===== src/rtl/dffrsnq_pipe_pkg.sv =====
// Shared types and elaboration helpers for the dffrsnq_pipe pipeline register.
package dffrsnq_pipe_pkg;

    typedef enum logic [1:0] {
        STAGE_HOLD  = 2'd0,
        STAGE_LOAD  = 2'd1,
        STAGE_FLUSH = 2'd2,
        STAGE_SCAN  = 2'd3
    } stage_mode_e;

    // Number of flops visited by the scan chain: one valid bit plus WIDTH data bits per stage.
    function automatic int scan_len(input int width, input int depth);
        return depth * (width + 1);
    endfunction

    function automatic bit params_legal(input int width, input int depth);
        return (width >= 1) && (depth >= 1);
    endfunction

endpackage


===== src/rtl/dffrsnq_pipe_stage.sv =====
// One pipeline stage: a valid flop plus WIDTH data flops with per-bit reset value and scan.
module dffrsnq_pipe_stage
    import dffrsnq_pipe_pkg::*;
#(
    parameter int               WIDTH = 8,
    parameter logic [WIDTH-1:0] INIT  = {WIDTH{1'b0}}
) (
    input  logic             clk_i,
    input  logic             rn_i,
    input  logic             scan_en_i,
    input  logic             scan_i,
    input  logic             load_i,
    input  logic             flush_i,
    input  logic             valid_i,
    input  logic [WIDTH-1:0] data_i,
    output logic             valid_o,
    output logic [WIDTH-1:0] data_o,
    output logic             scan_o
);

    stage_mode_e      mode;
    logic             v_q;
    logic             v_d;
    logic [WIDTH-1:0] r_q;
    logic [WIDTH-1:0] r_d;
    logic [WIDTH:0]   chain;

    // Scan order inside a stage runs valid bit first, then data bit 0 up to bit WIDTH-1.
    assign chain = {r_q, v_q};

    always_comb begin
        mode = STAGE_HOLD;
        if (scan_en_i) begin
            mode = STAGE_SCAN;
        end else if (flush_i) begin
            mode = STAGE_FLUSH;
        end else if (load_i) begin
            mode = STAGE_LOAD;
        end
    end

    // Data flops only toggle when a valid word arrives, so bubbles leave them quiet.
    always_comb begin
        v_d = v_q;
        r_d = r_q;
        case (mode)
            STAGE_SCAN: begin
                v_d = scan_i;
                r_d = chain[WIDTH-1:0];
            end
            STAGE_FLUSH: begin
                v_d = 1'b0;
            end
            STAGE_LOAD: begin
                v_d = valid_i;
                if (valid_i) begin
                    r_d = data_i;
                end
            end
            default: begin
                v_d = v_q;
                r_d = r_q;
            end
        endcase
    end

    always_ff @(posedge clk_i or negedge rn_i) begin
        if (!rn_i) begin
            v_q <= 1'b0;
            r_q <= INIT;
        end else begin
            v_q <= v_d;
            r_q <= r_d;
        end
    end

    assign valid_o = v_q;
    assign data_o  = r_q;
    assign scan_o  = r_q[WIDTH-1];

endmodule


===== src/rtl/dffrsnq_pipe.sv =====
// Parametrised valid/ready pipeline register built from DEPTH scan-capable stages.
module dffrsnq_pipe
    import dffrsnq_pipe_pkg::*;
#(
    parameter int               WIDTH = 8,
    parameter int               DEPTH = 2,
    parameter logic [WIDTH-1:0] INIT  = {WIDTH{1'b0}}
) (
    input  logic             CLK,
    input  logic             RN,
    input  logic             SE,
    input  logic             SI,
    output logic             SO,
    input  logic             FLUSH,
    input  logic             IN_VALID,
    output logic             IN_READY,
    input  logic [WIDTH-1:0] D,
    output logic             OUT_VALID,
    input  logic             OUT_READY,
    output logic [WIDTH-1:0] Q
);

    if (!params_legal(WIDTH, DEPTH)) begin : g_bad_params
        $error("dffrsnq_pipe: WIDTH and DEPTH must both be at least 1");
    end

    logic [DEPTH-1:0] stage_v;
    logic [WIDTH-1:0] stage_r [DEPTH];
    logic [DEPTH:0]   rdy;
    logic [DEPTH:0]   scan_chain;

    // A stage can load when it is empty or when everything downstream of it moves this cycle.
    always_comb begin
        rdy        = '0;
        rdy[DEPTH] = OUT_READY;
        for (int i = DEPTH - 1; i >= 0; i--) begin
            rdy[i] = ~stage_v[i] | rdy[i+1];
        end
    end

    assign IN_READY      = rdy[0] & ~SE & ~FLUSH;
    assign OUT_VALID     = stage_v[DEPTH-1] & ~SE;
    assign Q             = stage_r[DEPTH-1];
    assign scan_chain[0] = SI;

    // SO is quiet outside scan so a set-type last bit does not leak onto the scan net.
    assign SO = SE & scan_chain[DEPTH];

    for (genvar i = 0; i < DEPTH; i++) begin : g_stage
        logic             in_valid;
        logic [WIDTH-1:0] in_data;

        if (i == 0) begin : g_head
            assign in_valid = IN_VALID & IN_READY;
            assign in_data  = D;
        end else begin : g_body
            assign in_valid = stage_v[i-1];
            assign in_data  = stage_r[i-1];
        end

        dffrsnq_pipe_stage #(
            .WIDTH (WIDTH),
            .INIT  (INIT)
        ) u_stage (
            .clk_i     (CLK),
            .rn_i      (RN),
            .scan_en_i (SE),
            .scan_i    (scan_chain[i]),
            .load_i    (rdy[i]),
            .flush_i   (FLUSH),
            .valid_i   (in_valid),
            .data_i    (in_data),
            .valid_o   (stage_v[i]),
            .data_o    (stage_r[i]),
            .scan_o    (scan_chain[i+1])
        );
    end

endmodule


===== config.mk =====
export PLATFORM = sky130hd
export DESIGN_NAME = dffrsnq_pipe
export DESIGN_NICKNAME = d
export VERILOG_FILES = /design/src/rtl/dffrsnq_pipe_pkg.sv /design/src/rtl/dffrsnq_pipe_stage.sv /design/src/rtl/dffrsnq_pipe.sv
export SDC_FILE = /design/constraint.sdc
export NUM_CORES = 1
export LEC_CHECK = 0
export ABC_AREA = 1
export BUFFER_PORTS_ARGS = -buffer_cell sky130_fd_sc_hd__buf_2
export CORE_AREA = 2 2 68 44
export CTS_CLUSTER_DIAMETER = 40
export DETAILED_ROUTE_END_ITERATION = 16
export DIE_AREA = 0 0 70 46
export PLACE_DENSITY = 0.73
export SYNTH_ARGS = -nofsm -noshare
export SYNTH_HDL_FRONTEND = slang
export SYNTH_HIERARCHICAL = 1
export SYNTH_SLANG_ARGS = --single-unit

===== constraint.sdc =====
create_clock -name CLK -period 1.5 [get_ports CLK]
set_input_delay 0.45 -clock CLK [delete_from_list [all_inputs] [get_ports CLK]]
set_output_delay 0.45 -clock CLK [all_outputs]
set_load 0.005 [all_outputs]

== Yosys cells after proc, flatten, opt, wreduce, memory -nomap -nowiden ==
Cells that the tools add are included.
Storage, ports and cells
  output and inout port bits: 11
  word-level logic and storage cells: 41
  input bits: 15
  register bits: 18
Operators by class
  equal/unequal tests: 8
  bitwise operators: 11
  reductions and logical operators: 6
  muxes and demuxes: 12
Operators by type and width (number)
  8-bit case mux with 2 select lines: 2
  8-bit 2-to-1 mux: 2
  2-bit == test, second input constant: 4
  2-bit 2-to-1 mux: 4
  1-bit case mux with 3 select lines: 2
  3-bit nonzero test: 2
  1-bit AND: 5
  2-bit by 1-bit == test with 1-bit output, second input constant: 2
  1-bit NOT: 4
  2-bit AND reduction: 2
  2-bit nonzero test: 2
  1-bit 2-to-1 mux: 2
  2-bit by 1-bit inequality test with 1-bit output, second input constant: 1
  2-bit inequality test, second input constant: 1
  1-bit OR: 2

== Longest topological paths before layout ==
  word-level depth: 9
  gate-level depth with buffers: 11
  gate-level depth less buffers: 10

== By module ==
The synthesis kept the hierarchy.
By module, submodules not included
  dffrsnq_pipe_stage: instances 2, area an instance 576.8 um2, cells an instance 77, seq. area each 225.2 um2
  dffrsnq_pipe: instances 1, area an instance 51.3 um2, cells an instance 12, seq. area each 0.0 um2

== Worst setup path after synthesis ==
OpenSTA, ideal clock, no wires.
  path kind: input port to flip-flop
  from: input OUT_READY
  to: register g_stage[0].u_stage.r_q[0]
  path buffers: 1
  setup slack: -0.067 ns
  stages: 10
  required time: 1.383 ns
  setup time: 0.117 ns
  arrival: 1.450 ns
  path through: inv_1 -> nand3_2 -> a21oi_1 -> inv_1 -> ha_1 -> buf_6 -> nand2_4 -> nand2_8 -> nand2_1 -> nand2_1
Between the ends
  longest elaborated chain between the ends: 8
  elaborated cells on any way between the ends: 14
  classes of those cells: 3 x eq/ne; 4 x mux; 5 x bitwise; 2 x reduce/logical
RTL lines
  start, declared: line dffrsnq_pipe.sv:19  | input logic OUT_READY,
  1-bit OR * (2 in a row): line dffrsnq_pipe.sv:37  | rdy[i] = ~stage_v[i] | rdy[i+1];
  named net rdy[0]: line dffrsnq_pipe.sv:29  | logic [DEPTH:0] rdy;
  1-bit 2-to-1 mux: line dffrsnq_pipe_stage.sv:37  | end else if (load_i) begin
  2-bit 2-to-1 mux: line dffrsnq_pipe_stage.sv:35  | end else if (flush_i) begin
  2-bit 2-to-1 mux: line dffrsnq_pipe_stage.sv:33  | if (scan_en_i) begin
  2-bit by 1-bit == test with 1-bit output or 2-bit == test (tied branches): line dffrsnq_pipe_stage.sv:46  | case (mode)
  2-bit by 1-bit inequality test with 1-bit output (no source line) or 2-bit nonzero test (tied branches)
  2-bit AND reduction (no source line)
  end signal, assigned: line dffrsnq_pipe_stage.sv:73  | r_q <= r_d;
  end, declared: line dffrsnq_pipe_stage.sv:24  | logic [WIDTH-1:0] r_q;
Mark *: on every way through the listed nets, which the timed path passes. The rest lies on a longest branch.
A chain may end at the register's enable or synchronous reset.

== Worst setup path after layout ==
  from: register g_stage[1].u_stage.v_q
  to: register g_stage[1].u_stage.r_q[1]
Between the ends
  longest elaborated chain between the ends: 8
  elaborated cells on any way between the ends: 11
  classes of those cells: 3 x eq/ne; 4 x mux; 2 x bitwise; 2 x reduce/logical
RTL lines
  start, declared: line dffrsnq_pipe_stage.sv:22  | logic v_q;
  start signal, assigned: line dffrsnq_pipe_stage.sv:72  | v_q <= v_d;
  1-bit NOT *: line dffrsnq_pipe.sv:37
  1-bit OR *: line dffrsnq_pipe.sv:37
  named net rdy[1]: line dffrsnq_pipe.sv:29
  1-bit 2-to-1 mux *: line dffrsnq_pipe_stage.sv:37
  2-bit 2-to-1 mux *: line dffrsnq_pipe_stage.sv:35
  2-bit 2-to-1 mux *: line dffrsnq_pipe_stage.sv:33
  2-bit by 1-bit == test with 1-bit output or 2-bit == test (tied branches): line dffrsnq_pipe_stage.sv:46
  2-bit inequality test (no source line) or 2-bit nonzero test (tied branches)
  2-bit AND reduction (no source line)
  end signal, assigned: line dffrsnq_pipe_stage.sv:73
  end, declared: line dffrsnq_pipe_stage.sv:24
Marked as above.

==> flow_summary.ini <==
[status]
status = completed

[die]
die_area_um2 = 3220
num_rows = 15
num_io_pins = 26
die_x_um = 70
initial_core_util_pct = 45.2
die_y_um = 46
core_um2 = 2670

[worst_setup_path]
timing_worst_setup_path_type = register to register
crit_fanout = 8
cp_slowest_cell = dfrtp_1
crit_required_ns = 1.69
cp.arrival_ns = 1.69
endpoint_kind = register
crit_chain = nand2_1, a21oi_2, inv_2, ha_4, buf_6, clkinv_8, nand2_8, nand2_8, nand2_2, nand2_1
crit_buf_inv = 3
max_stage_delay_ns = 0.43
rr_startpoint = g_stage[1].u_stage/valid_o
crit_path_start_kind = register
r2r-end = g_stage[1].u_stage/data_o[1]
crit_family = flip-flops
r2r_setup_slack_ns = 0.0009
ff2ff_path_depth = 10

[place]
placed_cell_area_um2 = 1450
dpl.cell_count = 231
pre_cts_ws_ns = -0.261
dp_hpwl_mm = 2.00
portBuffers = 25
gp_routability_congestion = 0.893

[clock_tree]
cts.clk_slew.worst_paths_ns = 0.07
cts-htree-levels = 1
root_buffer = clkbuf_8
cts.path.max_buffers = 2
clock_sinks = 18
tritoncts = built
cts_buffers = 3
insertion_delay_ns = 0.25

[detailed_routing]
drt-initial-drc-count = 53
viasPerCell = 4.92
drtAntennaViolNets = 0
firstDrtPassIters = 4
drt-total-wl_mm = 3.03
drc = 0
wl_per_cell_um = 12.5
route.vias.total = 1195

[finish]
multi_input_area_um2 = 785
seqCellArea_um2 = 450
final_common_cell = nand2_1
layout.cells.non_filler = 243
fill_cells = 214
antenna_cells = 0
nets = 231
fin_area_um2 = 1670
drive_above_1_share_pct = 38.8
final_cell_mix = 76 x nand2_1, 24 x buf_2, 18 x dfrtp_1, 16 x nand3_1, 15 x nand2_2
area_growth_pct = 38.6

[synthesis]
synth-seq-area-share_pct = 37.4
synth_area_per_cell_um2 = 7.26
synth-seq-cells = 18
syn_area_um2 = 1200
syn_inst = 166
netlist.area_leader.share_pct = 37.4
synth_nets = 187
yosys_warnings = 6
yosysTopAreaCell = dfrtp_1
synth.area.top_cells = dfrtp_1 37%, nand2_1 28%, nand2_8 6.6%
synth.distinct_cells = 13

[sta]
min_period_over_period_pct = 99.9
slew_violations = 0
clock.fmax_ghz = 0.667
skew_ns = 0.00371
worst_slew_pin_slew_ns = 0.400
layout_setup_ws_ns = 0.000907
setup_viol = 0
hold_viol_final = 0
maxSlewHeadroom_pct = 73.4
rsz0062_at_grt = true
period_needed_ns = 1.50
whs_ns = 0.114

[global_routing]
grt_antenna_before_repair = 0
grt_pass1_vias = 962
track_usage_pct = 17.5
grt_max_degree = 19
gr-total-overflow = 0
grt_pass1_wl_mm = 4.43

[power_and_ir_drop]
clkPwrFrac_pct = 21.9
seq_power_share_pct = 41.7
total_power_w = 0.00179
power_frac_comb_pct = 36.3
p_sw_w = 0.000645
irDropWorstVdd_mv = 0.429
pwr_density_cell_nw_per_um2 = 1070
internal-power_w = 0.00115
leakagePower_nw = 0.938
swShare_pct = 35.9

[hold_path]
hp-class = input pin to asynchronous set/reset pin

[job]
cap_violations = 0
## worst max-delay path by stage
stage                                     from                            to  depth (start not counted)
floorplan                            OUT_READY  g_stage[1].u_stage/data_o[0]                         10
global placement                            SE  g_stage[1].u_stage/data_o[1]                         10
detailed placement                   OUT_READY  g_stage[1].u_stage/data_o[1]                         11
CTS                 g_stage[1].u_stage/valid_o  g_stage[1].u_stage/data_o[1]                         10
global route        g_stage[1].u_stage/valid_o  g_stage[1].u_stage/data_o[1]                         10
finish              g_stage[1].u_stage/valid_o  g_stage[1].u_stage/data_o[1]                         10
## sequential cells by signal, indices dropped and copies added (netlist names)
register / flops
g_stage.u_stage/data_o: 16
g_stage.u_stage/valid_o: 2
## layout make-up
| cell class | instances | share of cell area [%] |
|---|---|---|
| multi-input cells | 134 | 47.0 |
| flip-flops and latches | 18 | 27.0 |
| repair buffers | 38 | 15.4 |
| inverters | 13 | 4.12 |
| clock buffers | 4 | 3.30 |
| well taps | 34 | 2.55 |
| repair inverters | 2 | 0.749 |
## cell families (layout without fill, tap and decap cells)
family                     Yosys count  count (layout)  share of synthesized area, %
AOI/OAI and AO/OA                    2               2                         0.831
adders and majority gates            6               6                          6.23
DFF                                 18              18                          37.4
and+or+nand+nor                    123             126                          47.1
buffers and inverters               17              57                          8.41
## what timing repair did
action | in CTS | in global routing
cloned | 0 | 5
gates resized for setup | 3 | 30
pin swaps | 1 | 22
hold buffers | 0 | 0
setup endpoints to repair | 17 | 21
buffers inserted | 0 | 3
## metrics by stage
stage               setup TNS (ns)  util (%)
finish                           0      62.7
global route                 -1.10      62.7
CTS                              0      57.1
detailed placement           -4.24      54.4
global placement             -3.33      54.4
floorplan                        0         -
## routing by layer
metal	wire [um]	global-route usage, %
met2	1380	26.5
met1	1490	26.5
met4	10	2.69
met3	147	3.54
met5	0	0
## power by group through the flow
| stage | Clock, W | Sequential, W | Combinational [W] |
|---|---|---|---|
| global placement | 0 | 0.000746 | 0.000561 |
| detailed placement | 0 | 0.000748 | 0.000564 |
| finish | 0.000394 | 0.000748 | 0.000652 |
| global route | 0.000420 | 0.000766 | 0.000738 |
| CTS | 0.000401 | 0.000740 | 0.000571 |
| floorplan | 0 | 0.000735 | 0.000373 |
## worst register-to-register path, cell delays in order, from the launching register on
cell and delay, ns:
dfrtp_1 0.43, nand2_1 0.12, a21oi_2 0.18, inv_2 0.07, ha_4 0.17, buf_6 0.13, clkinv_8 0.07, nand2_8 0.07
nand2_8 0.11, nand2_2 0.05, nand2_1 0.05
## cell usage after synthesis, drive strengths merged
cell / n
nand2: 97
a21oi: 2
nand3: 17
buf: 4
dfrtp: 18
inv: 13
nor2: 9
ha: 6
Power figures use the tool's default switching activity.
